**src/rtl/mux_pkg.sv**
```systemverilog
// ----------------------------------------------------------------------------
// mux_pkg
//   Constants and types shared by the 8-bit mux datapath and the FIFO that
//   buffers its output.
//
//   MUX_DATA_W     : width of one mux output sample
//   MUX_FIFO_DEPTH : default number of FIFO entries (power of 2, >= 2)
//   mux_data_t     : one mux sample
// ----------------------------------------------------------------------------
package mux_pkg;

  localparam int MUX_DATA_W     = 8;
  localparam int MUX_FIFO_DEPTH = 8;

  typedef logic [MUX_DATA_W-1:0] mux_data_t;

endpackage : mux_pkg

```
**src/rtl/mux_fifo_ctrl.sv**
```systemverilog
// ----------------------------------------------------------------------------
// mux_fifo_ctrl
//   Pointer and occupancy bookkeeping for mux_out_fifo. It holds no data.
//   The caller must already have qualified push and pop: push only when
//   not full, and pop only when not empty.
//
//   Ports:
//     clk     in   rising-edge clock
//     rst_n   in   synchronous active-low reset
//     push    in   write one entry at wr_ptr this edge
//     pop     in   retire the entry at rd_ptr this edge
//     wr_ptr  out  AW    next slot to write
//     rd_ptr  out  AW    current head slot
//     count   out  AW+1  occupancy, 0..DEPTH
//     full    out  count == DEPTH
//     empty   out  count == 0
// ----------------------------------------------------------------------------
module mux_fifo_ctrl
  import mux_pkg::*;
#(
  parameter int  DEPTH = MUX_FIFO_DEPTH,
  localparam int AW    = $clog2(DEPTH)
) (
  input  logic          clk,
  input  logic          rst_n,
  input  logic          push,
  input  logic          pop,
  output logic [AW-1:0] wr_ptr,
  output logic [AW-1:0] rd_ptr,
  output logic [AW:0]   count,
  output logic          full,
  output logic          empty
);

  logic [AW-1:0] wr_ptr_q, wr_ptr_d;
  logic [AW-1:0] rd_ptr_q, rd_ptr_d;
  logic [AW:0]   count_q,  count_d;

  // DEPTH is a power of two, so the pointers wrap naturally on overflow of
  // their AW-bit width. No explicit modulo is needed.
  always_comb begin
    wr_ptr_d = wr_ptr_q;
    rd_ptr_d = rd_ptr_q;
    count_d  = count_q;
    if (push) begin
      wr_ptr_d = wr_ptr_q + AW'(1);
    end
    if (pop) begin
      rd_ptr_d = rd_ptr_q + AW'(1);
    end
    unique case ({push, pop})
      2'b10:   count_d = count_q + (AW+1)'(1);
      2'b01:   count_d = count_q - (AW+1)'(1);
      default: count_d = count_q;  // simultaneous push/pop, or idle
    endcase
  end

  always_ff @(posedge clk) begin
    if (!rst_n) begin
      wr_ptr_q <= '0;
      rd_ptr_q <= '0;
      count_q  <= '0;
    end else begin
      wr_ptr_q <= wr_ptr_d;
      rd_ptr_q <= rd_ptr_d;
      count_q  <= count_d;
    end
  end

  assign wr_ptr = wr_ptr_q;
  assign rd_ptr = rd_ptr_q;
  assign count  = count_q;
  assign full   = (count_q == (AW+1)'(DEPTH));
  assign empty  = (count_q == '0);

endmodule : mux_fifo_ctrl

```
**src/rtl/mux_out_fifo.sv**
```systemverilog
// ----------------------------------------------------------------------------
// mux_out_fifo
//   Downstream buffer for the free-running 8-bit mux. Samples offered with
//   in_valid are queued in a DEPTH-entry first-word-fall-through FIFO. The
//   consumer drains them over a valid/ready interface. Samples offered while
//   the FIFO is full are discarded, and the loss is flagged.
//
//   Optional build macro MUX_OUT_FIFO_DROP_CNT_EN adds the drop_cnt output,
//   a saturating count of discarded samples.
//
//   Ports:
//     clk        in   rising-edge clock
//     rst_n      in   synchronous active-low reset
//     in_data    in   DATA_W  mux output sample
//     in_valid   in   sample present this cycle
//     in_ready   out  FIFO can accept (not full)
//     out_data   out  DATA_W  head entry, meaningful while out_valid=1
//     out_valid  out  FIFO non-empty
//     out_ready  in   consumer takes the head this cycle
//     count      out  AW+1  occupancy, 0..DEPTH
//     overflow   out  sticky: a sample was offered while full
//     drop_cnt   out  [7:0] saturating dropped-sample count (macro only)
// ----------------------------------------------------------------------------
module mux_out_fifo
  import mux_pkg::*;
#(
  parameter int  DATA_W = MUX_DATA_W,
  parameter int  DEPTH  = MUX_FIFO_DEPTH,
  localparam int AW     = $clog2(DEPTH)
) (
  input  logic              clk,
  input  logic              rst_n,
  input  logic [DATA_W-1:0] in_data,
  input  logic              in_valid,
  output logic              in_ready,
  output logic [DATA_W-1:0] out_data,
  output logic              out_valid,
  input  logic              out_ready,
  output logic [AW:0]       count,
  output logic              overflow
`ifdef MUX_OUT_FIFO_DROP_CNT_EN
  ,
  output logic [7:0]        drop_cnt
`endif
);

  logic [AW-1:0] wr_ptr;
  logic [AW-1:0] rd_ptr;
  logic          full;
  logic          empty;
  logic          push;
  logic          pop;
  logic          drop;

  // Handshake gating. A full FIFO refuses writes even when a pop happens in
  // the same cycle, because there is no write-through path. An empty FIFO
  // ignores out_ready.
  assign in_ready  = ~full;
  assign out_valid = ~empty;
  assign push      = in_valid & ~full;
  assign pop       = ~empty & out_ready;
  assign drop      = in_valid & full;

  mux_fifo_ctrl #(
    .DEPTH (DEPTH)
  ) u_ctrl (
    .clk    (clk),
    .rst_n  (rst_n),
    .push   (push),
    .pop    (pop),
    .wr_ptr (wr_ptr),
    .rd_ptr (rd_ptr),
    .count  (count),
    .full   (full),
    .empty  (empty)
  );

  // Storage is not reset. Data is only observable through out_data while
  // out_valid is high, and every such slot has been written since reset.
  logic [DATA_W-1:0] mem_q [DEPTH];

  genvar gi;
  generate
    for (gi = 0; gi < DEPTH; gi++) begin : g_entry
      always_ff @(posedge clk) begin
        if (push && (wr_ptr == AW'(gi))) begin
          mem_q[gi] <= in_data;
        end
      end
    end
  endgenerate

  // First-word-fall-through: the head is read combinationally.
  assign out_data = mem_q[rd_ptr];

  // Sticky loss flag.
  logic overflow_q, overflow_d;

  always_comb begin
    overflow_d = overflow_q | drop;
  end

  always_ff @(posedge clk) begin
    if (!rst_n) begin
      overflow_q <= 1'b0;
    end else begin
      overflow_q <= overflow_d;
    end
  end

  assign overflow = overflow_q;

`ifdef MUX_OUT_FIFO_DROP_CNT_EN
  // Saturating counter of discarded samples. It holds at 255 rather than
  // wrapping, so a large loss never reads as a small one.
  logic [7:0] drop_cnt_q, drop_cnt_d;

  always_comb begin
    drop_cnt_d = drop_cnt_q;
    if (drop && (drop_cnt_q != 8'hFF)) begin
      drop_cnt_d = drop_cnt_q + 8'd1;
    end
  end

  always_ff @(posedge clk) begin
    if (!rst_n) begin
      drop_cnt_q <= 8'd0;
    end else begin
      drop_cnt_q <= drop_cnt_d;
    end
  end

  assign drop_cnt = drop_cnt_q;
`endif

endmodule : mux_out_fifo

```
**config.mk**
```make
export PLATFORM = sky130hd
export DESIGN_NAME = mux_out_fifo
export DESIGN_NICKNAME = d
export VERILOG_FILES = /design/src/rtl/mux_pkg.sv /design/src/rtl/mux_fifo_ctrl.sv /design/src/rtl/mux_out_fifo.sv
export SDC_FILE = /design/constraint.sdc
export NUM_CORES = 1
export LEC_CHECK = 0
export CAP_MARGIN = 20
export CORE_MARGIN = 1
export CORE_UTILIZATION = 24
export DETAILED_ROUTE_END_ITERATION = 8
export SYNTH_ARGS = -nofsm -noshare
export SYNTH_HDL_FRONTEND = slang
export SYNTH_HIERARCHICAL = 1
export SYNTH_SLANG_ARGS = --single-unit
```
**constraint.sdc**
```tcl
create_clock -name clk -period 4.4 [get_ports clk]
set_input_delay 0.66 -clock clk [delete_from_list [all_inputs] [get_ports clk]]
set_output_delay 0.66 -clock clk [all_outputs]
set_load 0.05 [all_outputs]
```
==> impl_metrics.yaml <==
status:
  outcome: "finished, final reports clean"
placement:
  place_hpwl_um: 3472
  port_buffers: 26
  gp_congestion: 0.6666
route:
  ant_nets: 0
  drtPass1Iterations: 4
  highest_layer: "met4"
  totalWireLength_um: 5375
  vias_per_cell: 4.024
  detail_route.drc_violations: 0
  vias: 1509
  routedWlPerCell_um: 14.33
  wl_met3_um: 183
  wl_met2_um: 2682
  wl_met1_um: 2465
  drt_iter0_drc: 62
synthesis:
  synthFlopType: "edfxtp_1"
  synth-seq-cells: 75
  ys_types: 33
  synth_warnings: 6
  synth_top_cell_by_area: "edfxtp_1"
  synthCells: 166
  ys_top_cells_by_count: "64 x edfxtp_1, 15 x mux4_1, 11 x dfxtp_1"
  synthArstFlopShare_pct: 0
  synth.most_common_cell: "edfxtp_1"
  synth_top_area_share_pct: 61.51
  synth_area_leaders: "edfxtp_1 62%, mux4_1 13%, dfxtp_1 7.0%, mux2_2 2.9%, ha_1 2.0%"
  synth_edf_count: 64
  syn_area_mm2: 0.003124
  synth_area_per_cell_um2: 18.82
  seq_area_frac_synth_pct: 68.56
  syn_nets: 183
run:
  cap_viol_max_count: 0
pwr:
  vdd_drop_max_v: 0.0002637
  p_per_area_mw_per_mm2: 588.9
  p_leak_uw: 0.001270
clock_network:
  clock_sinks: 75
  post_cts_buffers: 0
  clk_latency_ns: 0.32
  ctsHoldBuffers: 0
  h-tree-depth: 3
  cts_made_buffers: 9
  ctsRootBufferMaster: "clkbuf_16"
  cts_tree: "built"
  clk_pin_slew_ns: 0.06
  cts_max_path_buffers: 2
  post_cts_resized: 0
timing:
  worst_hold_slack_ns: 0.4940
  setup_viol: 0
  hold_viol: 0
  maxSlewHeadroom_pct: 29.36
  maxSlewViolCount: 0
  rsz0062_at_grt: "false"
  fin_setup_tns_ns: 0
  period_needed_ns: 3.543
  fin_crit_sh_pct: 80.53
  max_freq_mhz: 282.2
  fin_skew_ns: 0.003986
  worst_pin_slew_ns: 1.056
finish:
  nFillCells: 1247
  drive_above_1_share_pct: 14.78
  insertedDiodeCount: 0
  area_growth_syn_to_layout_pct: 24.43
  nets: 215
min_path:
  hp-start: "overflow"
  worst_hold_path.endpoint: "overflow"
  worstHoldPathType: "reg -> reg"
  hold_path_depth: 2
worst_setup_path:
  crit_chain: "buf_4 > mux4_1 > mux2_2 > clkdlybuf4s50_1"
  crit_arrival_ns: 2.88
  worstReg2RegEnd: "u_ctrl/count[2]"
  r2r_cells: 10
  crit_type: "reg -> out"
  crit_path_max_incr_delay_ns: 0.72
  startpoint_type: "flop"
  critPathBufInv: 2
  r2r-start: "u_ctrl/count[1]"
  r2r_slack_ns: 1.64
  path_max_fanout: 11
  worst_setup_path_end_kind: "primary output"
  critPathRequiredTime_ns: 3.74
  cpMaxStageDelayCell: "dfxtp_1"
  cp_top_family: "buffers and inverters"
floorplan:
  start_util_pct: 24.66
  core_mm2: 0.01267
  std_cell_rows: 41
  die_width_um: 116.1
  num_io_pins: 27
  fp.dieArea_mm2: 0.01348
  die_y_um: 116.1
global_routing:
  grt.overflow.total: 0
  grt_start_max_net_pins: 18
  grt_usage_pct: 8.689
  grt_pass1_vias: 1544
  grt_pass1_wl_um: 8362
  antenna_found_initial: 0
[final cells by class]
class	count	area (µm²)	area share [%]
clock buffer	10	229.0	5.890
clock inverter	6	88.84	2.285
inverter	3	11.26	0.2897
multi-input combinational	82	933.4	24.01
sequential	75	2142	55.10
tap	172	215.2	5.536
timing repair buffer	27	267.8	6.888
[layer usage]
layer / GRT usage (%) / up-vias
li1: - / 727
met1: 10.37 / 750
met2: 14.76 / 27
met3: 3.062 / 5
met4: 2.564 / 0
met5: 0 / -
[flip-flops by register name (all words and copies together), names as in the netlist]
signal         flops
mem_q             64
overflow           1
u_ctrl/count       4
u_ctrl/rd_ptr      3
u_ctrl/wr_ptr      3
[through the flow]
stage / setup slack [ns] / instance area [µm²] / instances / util [%] / power (µW)
after floorplan: 1.699 / 3124 / 166 / - / 1366
final: 0.8565 / 3887 / 375 / 30.68 / 2289
after global routing: 0.7089 / 3887 / 375 / 30.68 / 2394
after CTS: 0.7906 / 3887 / 375 / 30.68 / 2318
after global placement: 1.156 / 3570 / 359 / 28.17 / 1543
after detailed placement: 1.142 / 3570 / 359 / 28.17 / 1550
[worst max path at each step]
stage / start / to / slack, ns / cells after the start
6_report: u_ctrl/rd_ptr[0] / out_data[2] / 0.86 / 4
5_1_grt: u_ctrl/rd_ptr[0] / out_data[2] / 0.71 / 4
4_1_cts: u_ctrl/rd_ptr[0] / out_data[2] / 0.79 / 4
3_5_place_dp: u_ctrl/rd_ptr[0] / out_data[2] / 1.14 / 4
3_3_place_gp: u_ctrl/rd_ptr[0] / out_data[2] / 1.16 / 4
2_1_floorplan: u_ctrl/count[3] / u_ctrl/count[2] / 1.70 / 10
[worst register-to-register path, cell delays in order, from the launching register on]
cell	delay [ns]
dfxtp_1	0.39
nor4b_1	0.69
nor2b_1	0.23
inv_1	0.13
ha_1	0.27
xor2_1	0.17
ha_1	0.17
a21oi_2	0.04
xor2_1	0.15
or3_1	0.31
a21boi_1	0.14
[power by group]
group | internal [µW] | leakage [µW] | switching, µW
Clock | 497 | 0.000151 | 268
Sequential | 837 | 0.000671 | 61.7
Combinational | 262 | 0.000448 | 363
[placed cells by master, fill, tap and decap left out, types with 5 or more instances in the layout]
cell / netlist / routed
edfxtp_1: 64 / 64
clkdlybuf4s50_1: 0 / 26
mux4_1: 15 / 15
dfxtp_1: 11 / 11
clkbuf_16: 0 / 9
mux2_2: 8 / 8
nor2b_1: 6 / 6
nor2_1: 6 / 6
and2_1: 5 / 5
ha_1: 5 / 5
[cells by family (layout without fill, tap and decap cells)]
| logic type | after synthesis | count (layout) | share of synthesized area [%] |
|---|---|---|---|
| mux | 28 | 28 | 17.50 |
| xor+xnor | 7 | 7 | 1.962 |
| buf+inv | 9 | 46 | 1.882 |
| simple gates | 35 | 35 | 6.608 |
| fa+ha+maj | 5 | 5 | 2.002 |
| compound gates | 7 | 7 | 1.482 |
| flops | 75 | 75 | 68.56 |
(Power assumes the default switching activity.)
